===== config.mk =====
export PLATFORM = sky130hd
export DESIGN_NAME = flag_pipe
export DESIGN_NICKNAME = d
export VERILOG_FILES = /design/src/rtl/flag_pipe.sv
export SDC_FILE = /design/constraint.sdc
export NUM_CORES = 1
export LEC_CHECK = 0
export ABC_AREA = 1
export CORE_MARGIN = 5
export CORE_UTILIZATION = 35
export CTS_CLUSTER_DIAMETER = 150
export DETAILED_ROUTE_END_ITERATION = 8
export PLACE_DENSITY = 0.84
export SYNTH_ARGS = -nofsm -noshare
export SYNTH_HDL_FRONTEND = slang
export SYNTH_SLANG_ARGS = --single-unit

===== constraint.sdc =====
create_clock -name clk -period 1.5 [get_ports clk]
set_input_delay 0.3 -clock clk [delete_from_list [all_inputs] [get_ports clk]]
set_output_delay 0.3 -clock clk [all_outputs]
set_load 0.1 [all_outputs]

===== src/rtl/flag_pipe.sv =====
// Pipelined zero/NZCV flag unit: registered RADIX-ary OR tree over the ALU result,
// with N/C/V riding along and a committed architectural {N,Z,C,V} register.
module flag_pipe #(
  parameter int WIDTH = 64,
  parameter int RADIX = 4
) (
  input  logic             clk,
  input  logic             reset,
  input  logic             in_valid,
  input  logic [WIDTH-1:0] result,
  input  logic             carry_in,
  input  logic             ovf_in,
  input  logic             set_flags,
  input  logic             flush,
  output logic             out_valid,
  output logic             z_out,
  output logic [3:0]       flags,
  output logic             flags_busy
);

  function automatic int calc_depth(input int w, input int r);
    int n;
    int d;
    n = w;
    d = 0;
    for (int i = 0; i < 32; i++) begin
      if (n > 1) begin
        n = (n + r - 1) / r;
        d = d + 1;
      end
    end
    return d;
  endfunction

  localparam int D  = calc_depth(WIDTH, RADIX);
  localparam int NG = (WIDTH + RADIX - 1) / RADIX;
  localparam int PW = NG * RADIX;

  // Every level is held at the level-1 width; bits past a level's real width stay zero,
  // so the same grouping logic serves all levels and stage D carries any_one in bit 0.
  logic [D-1:0][NG-1:0] r_lvl;
  logic [D-1:0]         r_vld;
  logic [D-1:0]         r_sf;
  logic [D-1:0]         r_n;
  logic [D-1:0]         r_c;
  logic [D-1:0]         r_v;
  logic [3:0]           r_flags;

  logic [D-1:0][PW-1:0] w_pad;
  logic [D-1:0][NG-1:0] w_or;
  logic                 w_any;

  always_comb begin
    w_pad = '0;
    w_or  = '0;
    w_pad[0][WIDTH-1:0] = result;
    for (int s = 1; s < D; s++) begin
      w_pad[s][NG-1:0] = r_lvl[s-1];
    end
    for (int s = 0; s < D; s++) begin
      for (int g = 0; g < NG; g++) begin
        w_or[s][g] = |w_pad[s][g*RADIX +: RADIX];
      end
    end
  end

  assign w_any = |r_lvl[D-1];

  always_ff @(posedge clk or posedge reset) begin
    if (reset) begin
      r_lvl   <= '0;
      r_vld   <= '0;
      r_sf    <= '0;
      r_n     <= '0;
      r_c     <= '0;
      r_v     <= '0;
      r_flags <= '0;
    end else begin
      // The stage-D op commits even on a flush edge: it has already left the pipe.
      if (r_vld[D-1] && r_sf[D-1]) begin
        r_flags <= {r_n[D-1], ~w_any, r_c[D-1], r_v[D-1]};
      end
      r_lvl[0] <= w_or[0];
      r_vld[0] <= in_valid & ~flush;
      r_sf[0]  <= set_flags;
      r_n[0]   <= result[WIDTH-1];
      r_c[0]   <= carry_in;
      r_v[0]   <= ovf_in;
      for (int s = 1; s < D; s++) begin
        r_lvl[s] <= w_or[s];
        r_vld[s] <= r_vld[s-1] & ~flush;
        r_sf[s]  <= r_sf[s-1];
        r_n[s]   <= r_n[s-1];
        r_c[s]   <= r_c[s-1];
        r_v[s]   <= r_v[s-1];
      end
    end
  end

  assign out_valid  = r_vld[D-1];
  assign z_out      = r_vld[D-1] & ~w_any;
  assign flags      = r_flags;
  assign flags_busy = |(r_vld & r_sf);

endmodule


-- Word level (Yosys, flattened, before mapping)
Index checks and enable logic that the tools add are counted.
Widths: inputs -> output; s select.
- bitwise operators: 7
- reduce and logical (&&, ||, !) cells: 23
- operators with widths (cell ; count):
    $reduce_or 4->1 ; 21
    $and 1x1->1 ; 4
    $and 3x3->3 ; 1
    $reduce_or 3->1 ; 1
    $not 1->1 ; 2
    $logic_and 1x1->1 ; 1
- register bits: 40
- output and inout port bits: 7
- word-level logic and storage cells: 39

-- Longest topological paths before layout
Gate-level depths: netlist of the first run.
- depth in word-level cells: 2
- gate-level depth with buffers: 3

-- Worst setup path after synthesis of the first run
OpenSTA, ideal clock, no wires.
- path type: flip-flop to output port
- from: register r_vld[2]
- to: output z_out
- arrival time: 2359 ps
- data required time: 1200 ps
- setup slack: -1159 ps
- stages on the path, launching flop included: 3
- buffers on the path: 0
- path through: dfrtp_1 > inv_1 > nor2_1
- word-level cells in the longest chain between the ends: 1
- ends and longest elaborated chain (item ; line ; text):
    start: declaration ; 42 ; logic [D-1:0] r_vld;
    start signal: indexed assignment ; 91 ; r_vld[s] <= r_vld[s-1] & ~flush;
    $and 1x1->1 ; 101 ; assign z_out = r_vld[D-1] & ~w_any;
    end: declaration ; 16 ; output logic z_out,
Every way passes these cells.

-- Final worst setup path of the first run
- from: register r_vld[2]
- to: output flags_busy
- word-level cells in the longest chain between the ends: 2
- ends and longest elaborated chain (item ; line ; text):
    $and 3x3->3 ; 103 ; assign flags_busy = |(r_vld & r_sf);
    $reduce_or 3->1 ; 103 ;
    end: declaration ; 18 ; output logic flags_busy
Every way passes these cells.

==> results of run 1 <==
[synthesized netlist by cell type]
library cell and number:
dfrtp_1 40, inv_1 6, nand2_1 31, nand2_2 1, nand3_1 5, nor2_1 46
[power groups by stage]
stage	sequential, W	combinational [W]	clock (W)
2_1_floorplan	0.00129	0.0000743	0
3_3_place_gp	0.00117	0.000480	0
3_5_place_dp	0.00118	0.000490	0
4_1_cts	0.00116	0.000490	0.000733
5_1_grt	0.00116	0.000514	0.000781
6_report	0.00116	0.000484	0.000699
[state kept, by name, indices dropped and copies added (netlist names)]
| name | flops |
|---|---|
| flags | 4 |
| r_c | 3 |
| r_lvl | 21 |
| r_n | 3 |
| r_sf | 3 |
| r_v | 3 |
| r_vld | 3 |
[cells by family after synthesis]
logic type	synth area share, %
buf+inv	1.68
flops	74.5
simple gates	23.8
[per-stage QoR]
stage / instances / setup TNS (ns) / hold WS [ns]
after CTS: 263 / 0 / 0.333
after floorplan: 129 / -0.00452 / 0.331
after global routing: 264 / 0 / 0.356
after global placement: 255 / 0 / 0.332
after detailed placement: 255 / 0 / 0.335
final: 264 / 0 / 0.339
[worst min-delay path by stage]
stage                       endpoint  slack [ns]  cells past startpoint
finish              r_v[1]$_DFF_PP0_        0.34                      3
global route        r_v[2]$_DFF_PP0_        0.36                      0
CTS                 r_c[2]$_DFF_PP0_        0.33                      3
detailed placement  r_v[2]$_DFF_PP0_        0.33                      0
global placement    r_v[1]$_DFF_PP0_        0.33                      0
floorplan           r_c[1]$_DFF_PP0_        0.33                      0
[critical path, delay by kind of cell (launching register included)]
kind | cells | cell delay (ns)
buf+inv | 1 | 0.17
simple gates | 2 | 0.18
flops | 1 | 0.52
[routing by layer]
metal	global-route usage (%)	share of wire [%]	vias up	wire (µm)
met1	10.6	33	508	916
met5	0	0	-	0
met4	8.14	2.4	0	68
met2	22.2	55	51	1550
met3	4.43	9.7	5	273
li1	-	-	561	-
[final cells by class]
type	count	share of cell area, %
tap	48	2.51
clock buffer	8	3.77
timing repair buffer	79	36.3
sequential	40	42.0
inverter	6	0.942
multi-input combinational	83	14.4
[timing repair]
item | in CTS | in global routing
hold buffers | 0 | 0
pin swaps | 0 | 0
buffers inserted | 0 | 1
resized for setup | 1 | 0
endpoints found under the setup margin | 1 | 1
cloned | 0 | 0
==> impl_metrics.ini, run 1 <==
[route]
vias = 1125
vias_per_cell = 4.26
first_pass_iters = 2
wl_mm = 2.81
drc_errors = 0
drt_iter0_drc = 51
ant_nets = 0
wl_per_cell_um = 10.6

[yosys]
ys_ff_latch = 40
avgSynthCellArea_um2 = 10.4
syn_area_um2 = 1340
synth_nets = 200
yosysUniqueCellTypes = 6
yosys_warnings = 0
netlist.area_leader.share_pct = 74.5
synthTopCellsByArea = dfrtp_1 (74%), nor2_1 (13%), nand2_1 (8.7%)
syn_inst = 129
yosysSeqAreaShare_pct = 74.5
yosys.area.top_type = dfrtp_1

[final_layout]
antenna_cells = 0
mostFrequentLayoutCells = clkdlybuf4s50_1 (70), nor2_1 (45), dfrtp_1 (39), nand2_1 (31), buf_12 (8)
drive_gt1_share_pct = 9.26
synthToLayoutAreaGrowth_pct = 77.9
final_common_cell = clkdlybuf4s50_1
final_nets = 286
final_core_util_pct = 64.8
design_area_um2 = 2390
multi_input_area_um2 = 345
n_fill_cell = 312
seq_area_um2 = 1000

[clock_network]
cts-root-buf = clkbuf_8
tritoncts = built
cts_htree_levels = 2
cts_buffers = 5
clockBufferDepth = 2
clkSinkCount = 40
clk_pin_slew_ns = 0.07
clkLatencyLatePin_ns = 0.28

[timing]
slew_violations = 0
min_period_ns = 1.45
rsz0062_at_grt = no
finalHoldViolCount = 0
finalCritPeriodShare_pct = 96.9
max_freq_mhz = 688
setup_viol = 0
tightest_slew_ns = 0.202
timing.final.ws_setup_ns = 0.0461
slew_headroom_pct = 86.6
fin_worst_skew_ns = 0.00315

[outcome]
status = complete, no violations

[pwr]
power_density_nw_per_um2 = 978
leakage_nw = 0.979
p_int_w = 0.00176
finalPower_w = 0.00234
p_switching_w = 0.000580
p_sw_share_pct = 24.8
peakVddDrop_mv = 0.617
comb_power_share_pct = 20.7
pwr-share-seq_pct = 49.4
clkPwrFrac_pct = 29.9

[place]
routabilityCongestion = 0.706
place_area_um2 = 2290
dp_slack_ns = 0.299
dp_hpwl_mm = 2.37
numPortBuffers = 77

[die]
fp.dieW_um = 72.0
rows = 22
io_pins = 78
initial_utilization_pct = 36.4
core_um2 = 3690
die_area_um2 = 5180
die_h_um = 72.0

[setup_path]
cpPeakStageDelay_ns = 0.52
worstPathMaxFanout = 5
reg2reg_to = flags[1]$_DFFE_PP0P_
path_class = flop to output pin
worstPathArrival_ns = 1.15
crit_start = r_vld[2]$_DFF_PP0_
r2r_slack_ns = 0.59
slowest_stage = dfrtp_4
crit_end = flags_busy
path_cells = nand2_4 > nand3_4 > buf_12
r2r_cells = 3
critPathRequiredTime_ns = 1.20
cp-end-kind = output pin
r2r-start = r_vld[2]$_DFF_PP0_
worstSetupStartpointType = flop

[global_routing]
grt_pass1_vias = 1221
grt_pass1_wl_mm = 4.64
antenna_found_initial = 0
grt_usage_pct = 12.0
grt_overflow_total = 0
grt_max_degree = 41

[run]
cap_violations = 0

[hold_path]
holdCritPathClass = input pin to asynchronous set/reset pin
No activity file was read; power rests on OpenSTA's default activity.
==> inputs of run 2 (changes only) <==
==> constraint.sdc (replaced) <==
create_clock -name clk -period 1.5 [get_ports clk]
set_input_delay 0.15 -clock clk [delete_from_list [all_inputs] [get_ports clk]]
set_output_delay 0.15 -clock clk [all_outputs]
set_load 0.1 [all_outputs]
==> run 2 against run 1 <==
Compared with the run above:
- hold slack worse by 0.13 ns
- highest routed layer unchanged
- utilization is 0.44 points higher
- critical path depth stayed put
- global-route usage is 0.65 points lower
- count of clock-buffer cells in the layout is 1 lower
- routed wire length is 1.4% lower
- combinational power is 1% lower
- fmax is 5.5% higher
- die area stayed put
- clock power is 30% higher
- via count is 2.8% lower
==> impl_metrics.ini, run 2 (synthesis results as in run 1) <==
[outcome]
status = complete, no violations

[setup_path]
critPathRequiredTime_ns = 1.35
worstPathMaxFanout = 7
worstSetupStartpointType = flop
worstPathArrival_ns = 1.23
r2r_cells = 3
cp-end-kind = output pin
crit_start = r_vld[2]$_DFF_PP0_
reg2reg_to = flags[1]$_DFFE_PP0P_
r2r_slack_ns = 0.65
r2r-start = r_vld[2]$_DFF_PP0_
path_class = flop to output pin

[place]
routabilityCongestion = 0.729
dp_hpwl_mm = 2.31
numPortBuffers = 77
place_area_um2 = 2280
dp_slack_ns = 0.422

[route]
vias = 1093
first_pass_iters = 4
wl_per_cell_um = 10.5
vias_per_cell = 4.16
drc_errors = 0
ant_nets = 0
wl_mm = 2.77
drt_iter0_drc = 32

[final_layout]
final_nets = 285
top_register = r_lvl
synthToLayoutAreaGrowth_pct = 79.1
drive_gt1_share_pct = 9.30
final_common_cell = clkdlybuf4s50_1
antenna_cells = 0
largest_register_ffs = 21
design_area_um2 = 2410
mostFrequentLayoutCells = clkdlybuf4s50_1 (70), nor2_1 (45), dfrtp_1 (39), nand2_1 (31), buf_12 (8)

[pwr]
leakage_nw = 0.983
p_switching_w = 0.000577
p_sw_share_pct = 22.7
pwr-share-seq_pct = 45.4
peakVddDrop_mv = 0.708
clkPwrFrac_pct = 35.8
power_density_nw_per_um2 = 1060
comb_power_share_pct = 18.8
p_int_w = 0.00197

[die]
core_um2 = 3690
fp.dieW_um = 72.0
die_h_um = 72.0
initial_utilization_pct = 36.4
die_area_um2 = 5180
io_pins = 78
rows = 22

[timing]
tns_ns = 0
holdWs_ns = 0.208
setup_viol = 0
max_freq_mhz = 726
slew_headroom_pct = 86.6
rsz0062_at_grt = no
slew_violations = 0
timing.final.ws_setup_ns = 0.122
min_period_ns = 1.38
finalHoldViolCount = 0
finalCritPeriodShare_pct = 91.9
fin_worst_skew_ns = 0.00757
tightest_slew_ns = 0.201

[global_routing]
grt_pass1_vias = 1199
grt_usage_pct = 11.3
grt_max_degree = 41
antenna_found_initial = 0
grt_overflow_total = 0
grt_pass1_wl_mm = 4.49

[clock_network]
cts-root-buf = clkbuf_8
clkSinkCount = 40
cts_buffers = 5
clockBufferDepth = 2
ctsHoldBuffers = 0
cts_htree_levels = 2
clkLatencyLatePin_ns = 0.28
tritoncts = built
clk_pin_slew_ns = 0.07
postCtsSetupBuffers = 0
cts_resized = 0

[hold_path]
holdCritPathClass = input pin to asynchronous set/reset pin

[run]
cap_violations = 0
-- run 2: cell type report --
class	instances	area, µm²
clock inverter	1	30.0
inverter	6	22.5
fill	294	1280
timing repair buffer	78	861
clock buffer	7	96.3
sequential	40	1000
tap	48	60.1
multi-input combinational	83	333
-- run 2: worst max path at each step --
stage	to	slack, ns
global route	flags_busy	0.06
detailed placement	flags_busy	0.42
floorplan	z_out	0.1
finish	flags_busy	0.12
CTS	flags_busy	0.10
global placement	flags_busy	0.46
-- run 2: critical path, cell delays in order (launching register included) --
cell,delay [ns]
dfrtp_4,0.52
nand2_2,0.15
nand3_2,0.10
buf_12,0.18
-- run 2: stage by stage --
stage | std cells | util [%] | power, W
5_1_grt | 263 | 65.3 | 0.00266
2_1_floorplan | 129 | - | 0.00136
4_1_cts | 263 | 65.3 | 0.00259
6_report | 263 | 65.3 | 0.00255
3_5_place_dp | 255 | 61.8 | 0.00166
3_3_place_gp | 255 | 61.8 | 0.00165
-- run 2: metal layers --
metal | routed length (µm) | GRT usage (%)
met5 | 0 | 0
met4 | 28 | 5.64
met3 | 239 | 4.16
met2 | 1520 | 21.3
met1 | 976 | 10.7
-- run 2: power groups by stage --
stage	clock, W	sequential (W)	combinational (W)
3_5_place_dp	0	0.00118	0.000485
5_1_grt	0.000993	0.00116	0.000506
4_1_cts	0.000948	0.00116	0.000486
3_3_place_gp	0	0.00118	0.000477
2_1_floorplan	0	0.00129	0.0000724
6_report	0.000912	0.00116	0.000479
==> inputs of run 3 (changes only) <==
CAP_MARGIN = 40   (was unset)
CORE_UTILIZATION = 25   (was 35)
PLACE_DENSITY = 0.66   (was 0.84)
==> run 3 against run 2 <==
Compared with the run above:
- combinational power about the same
- die area increased by 34%
- setup slack improved by 0.012 ns
- global-route usage decreased by 2.5 points
- register-to-register slack about the same
- critical path type unchanged
- critical endpoint unchanged
==> impl_metrics.ini, run 3 (synthesis results as in run 1) <==
[outcome]
status = complete, no violations

[clock_network]
cts_buffers = 5
clockBufferDepth = 2
clkLatencyLatePin_ns = 0.28
tritoncts = built
cts_resized = 0
cts-root-buf = clkbuf_8
ctsHoldBuffers = 0
postCtsSetupBuffers = 0
clkSinkCount = 40
clk_pin_slew_ns = 0.07
cts_htree_levels = 2

[global_routing]
grt_usage_pct = 8.81
grt_overflow_total = 0
met2_usage_pct = 14.9
grt_busiest_layer = met2
grt_pass1_vias = 1125
use_met3_pct = 4.95
grt_pass1_wl_mm = 4.84
antenna_found_initial = 0
use_met1_pct = 8.80
grt_max_degree = 41

[hold_path]
holdCritPathClass = input pin to asynchronous set/reset pin

[route]
vias = 1078
vias_per_cell = 3.78
wl_per_cell_um = 9.72
drc_errors = 0
first_pass_iters = 2
drt_iter0_drc = 56
ant_nets = 0
wl_mm = 2.77

[die]
rows = 26
die_area_um2 = 6940
initial_utilization_pct = 26.0
fp.dieW_um = 83.3
die_h_um = 83.3
io_pins = 78
core_um2 = 5170

[pwr]
peakVddDrop_mv = 0.554
power_density_nw_per_um2 = 1020
leakage_nw = 0.974

[place]
dp_slack_ns = 0.445
placedCellCount = 277
routabilityCongestion = 0.779
numPortBuffers = 77
dp_hpwl_mm = 2.27

[final_layout]
stdcell_count = 285
final_nets = 285
largest_register_ffs = 21
antenna_cells = 0
final_common_cell = clkdlybuf4s50_1
top_register = r_lvl
mostFrequentLayoutCells = clkdlybuf4s50_1 (70), nor2_1 (45), dfrtp_1 (39), nand2_1 (31), buf_12 (8)
final_core_util_pct = 46.7
n_fill_cell = 498
drive_gt1_share_pct = 8.84
synthToLayoutAreaGrowth_pct = 79.8

[timing]
min_period_ns = 1.37
fin_worst_skew_ns = 0.00611
max_freq_mhz = 732
slew_violations = 0
timing.final.ws_setup_ns = 0.134
tightest_slew_ns = 0.204
rsz0062_at_grt = no
finalCritPeriodShare_pct = 91.0
tns_ns = 0
setup_viol = 0
slew_headroom_pct = 86.4
finalHoldViolCount = 0

[run]
cap_violations = 0

[setup_path]
worstSetupStartpointType = flop
path_class = flop to output pin
critPathRequiredTime_ns = 1.35
worstPathMaxFanout = 7
worstPathArrival_ns = 1.22
cp-end-kind = output pin
==> run 3: cell types whose count changed in the layout (fill, tap and decap cells not counted) <==
cell / change
clkbuf_8: -2
clkinv_2: +1
clkbuf_1: +1
==> run 3: layer usage <==
| metal | routed length [µm] | share of wire, % |
|---|---|---|
| met2 | 1440 | 52 |
| met5 | 0 | 0 |
| met4 | 45 | 1.6 |
| met1 | 958 | 35 |
| met3 | 326 | 12 |
==> run 3: per-stage QoR <==
stage	instance area, µm²	total power, W	hold WS, ns
floorplan	1360	0.00136	0.181
global placement	2310	0.00166	0.335
detailed placement	2310	0.00166	0.336
CTS	2420	0.00251	0.189
global route	2420	0.00259	0.209
finish	2420	0.00247	0.191
==> run 3: worst paths after layout <==
kind	start	endpoint	cells past startpoint	slack, ns
max in group asynchronous	reset	r_vld[2]$_DFF_PP0_	3	1.11
worst min-delay path	reset	r_lvl[16]$_DFF_PP0_	3	0.19
worst max register to register	r_vld[2]$_DFF_PP0_	flags[0]$_DFFE_PP0P_	3	0.65
worst max-delay path	r_vld[2]$_DFF_PP0_	flags_busy	3	0.13
min in group clk	ovf_in	r_v[0]$_DFF_PP0_	1	0.30
worst min register to register	r_c[1]$_DFF_PP0_	r_c[2]$_DFF_PP0_	0	0.34
==> run 3: worst max-delay path, cell delays in order (launching register included) <==
cell and delay (ns):
dfrtp_4 0.53, nand2_2 0.13, nand3_2 0.09, buf_12 0.17
==> run 3: layout make-up <==
cell class	count	area, µm²	area share, %
flip-flops and latches	40	1000	41.6
repair buffers	78	861	35.6
multi-input cells	83	333	13.8
well taps	70	87.6	3.63
clock buffers	6	72.6	3.00
clock inverters	2	35.0	1.45
inverters	6	22.5	0.932
==> run 3: where the power goes <==
| group | internal (W) | leakage, nW | switching, W |
|---|---|---|---|
| Combinational | 0.000257 | 0.499 | 0.000222 |
| Sequential | 0.00113 | 0.420 | 0.0000312 |
| Clock | 0.000493 | 0.0552 | 0.000337 |
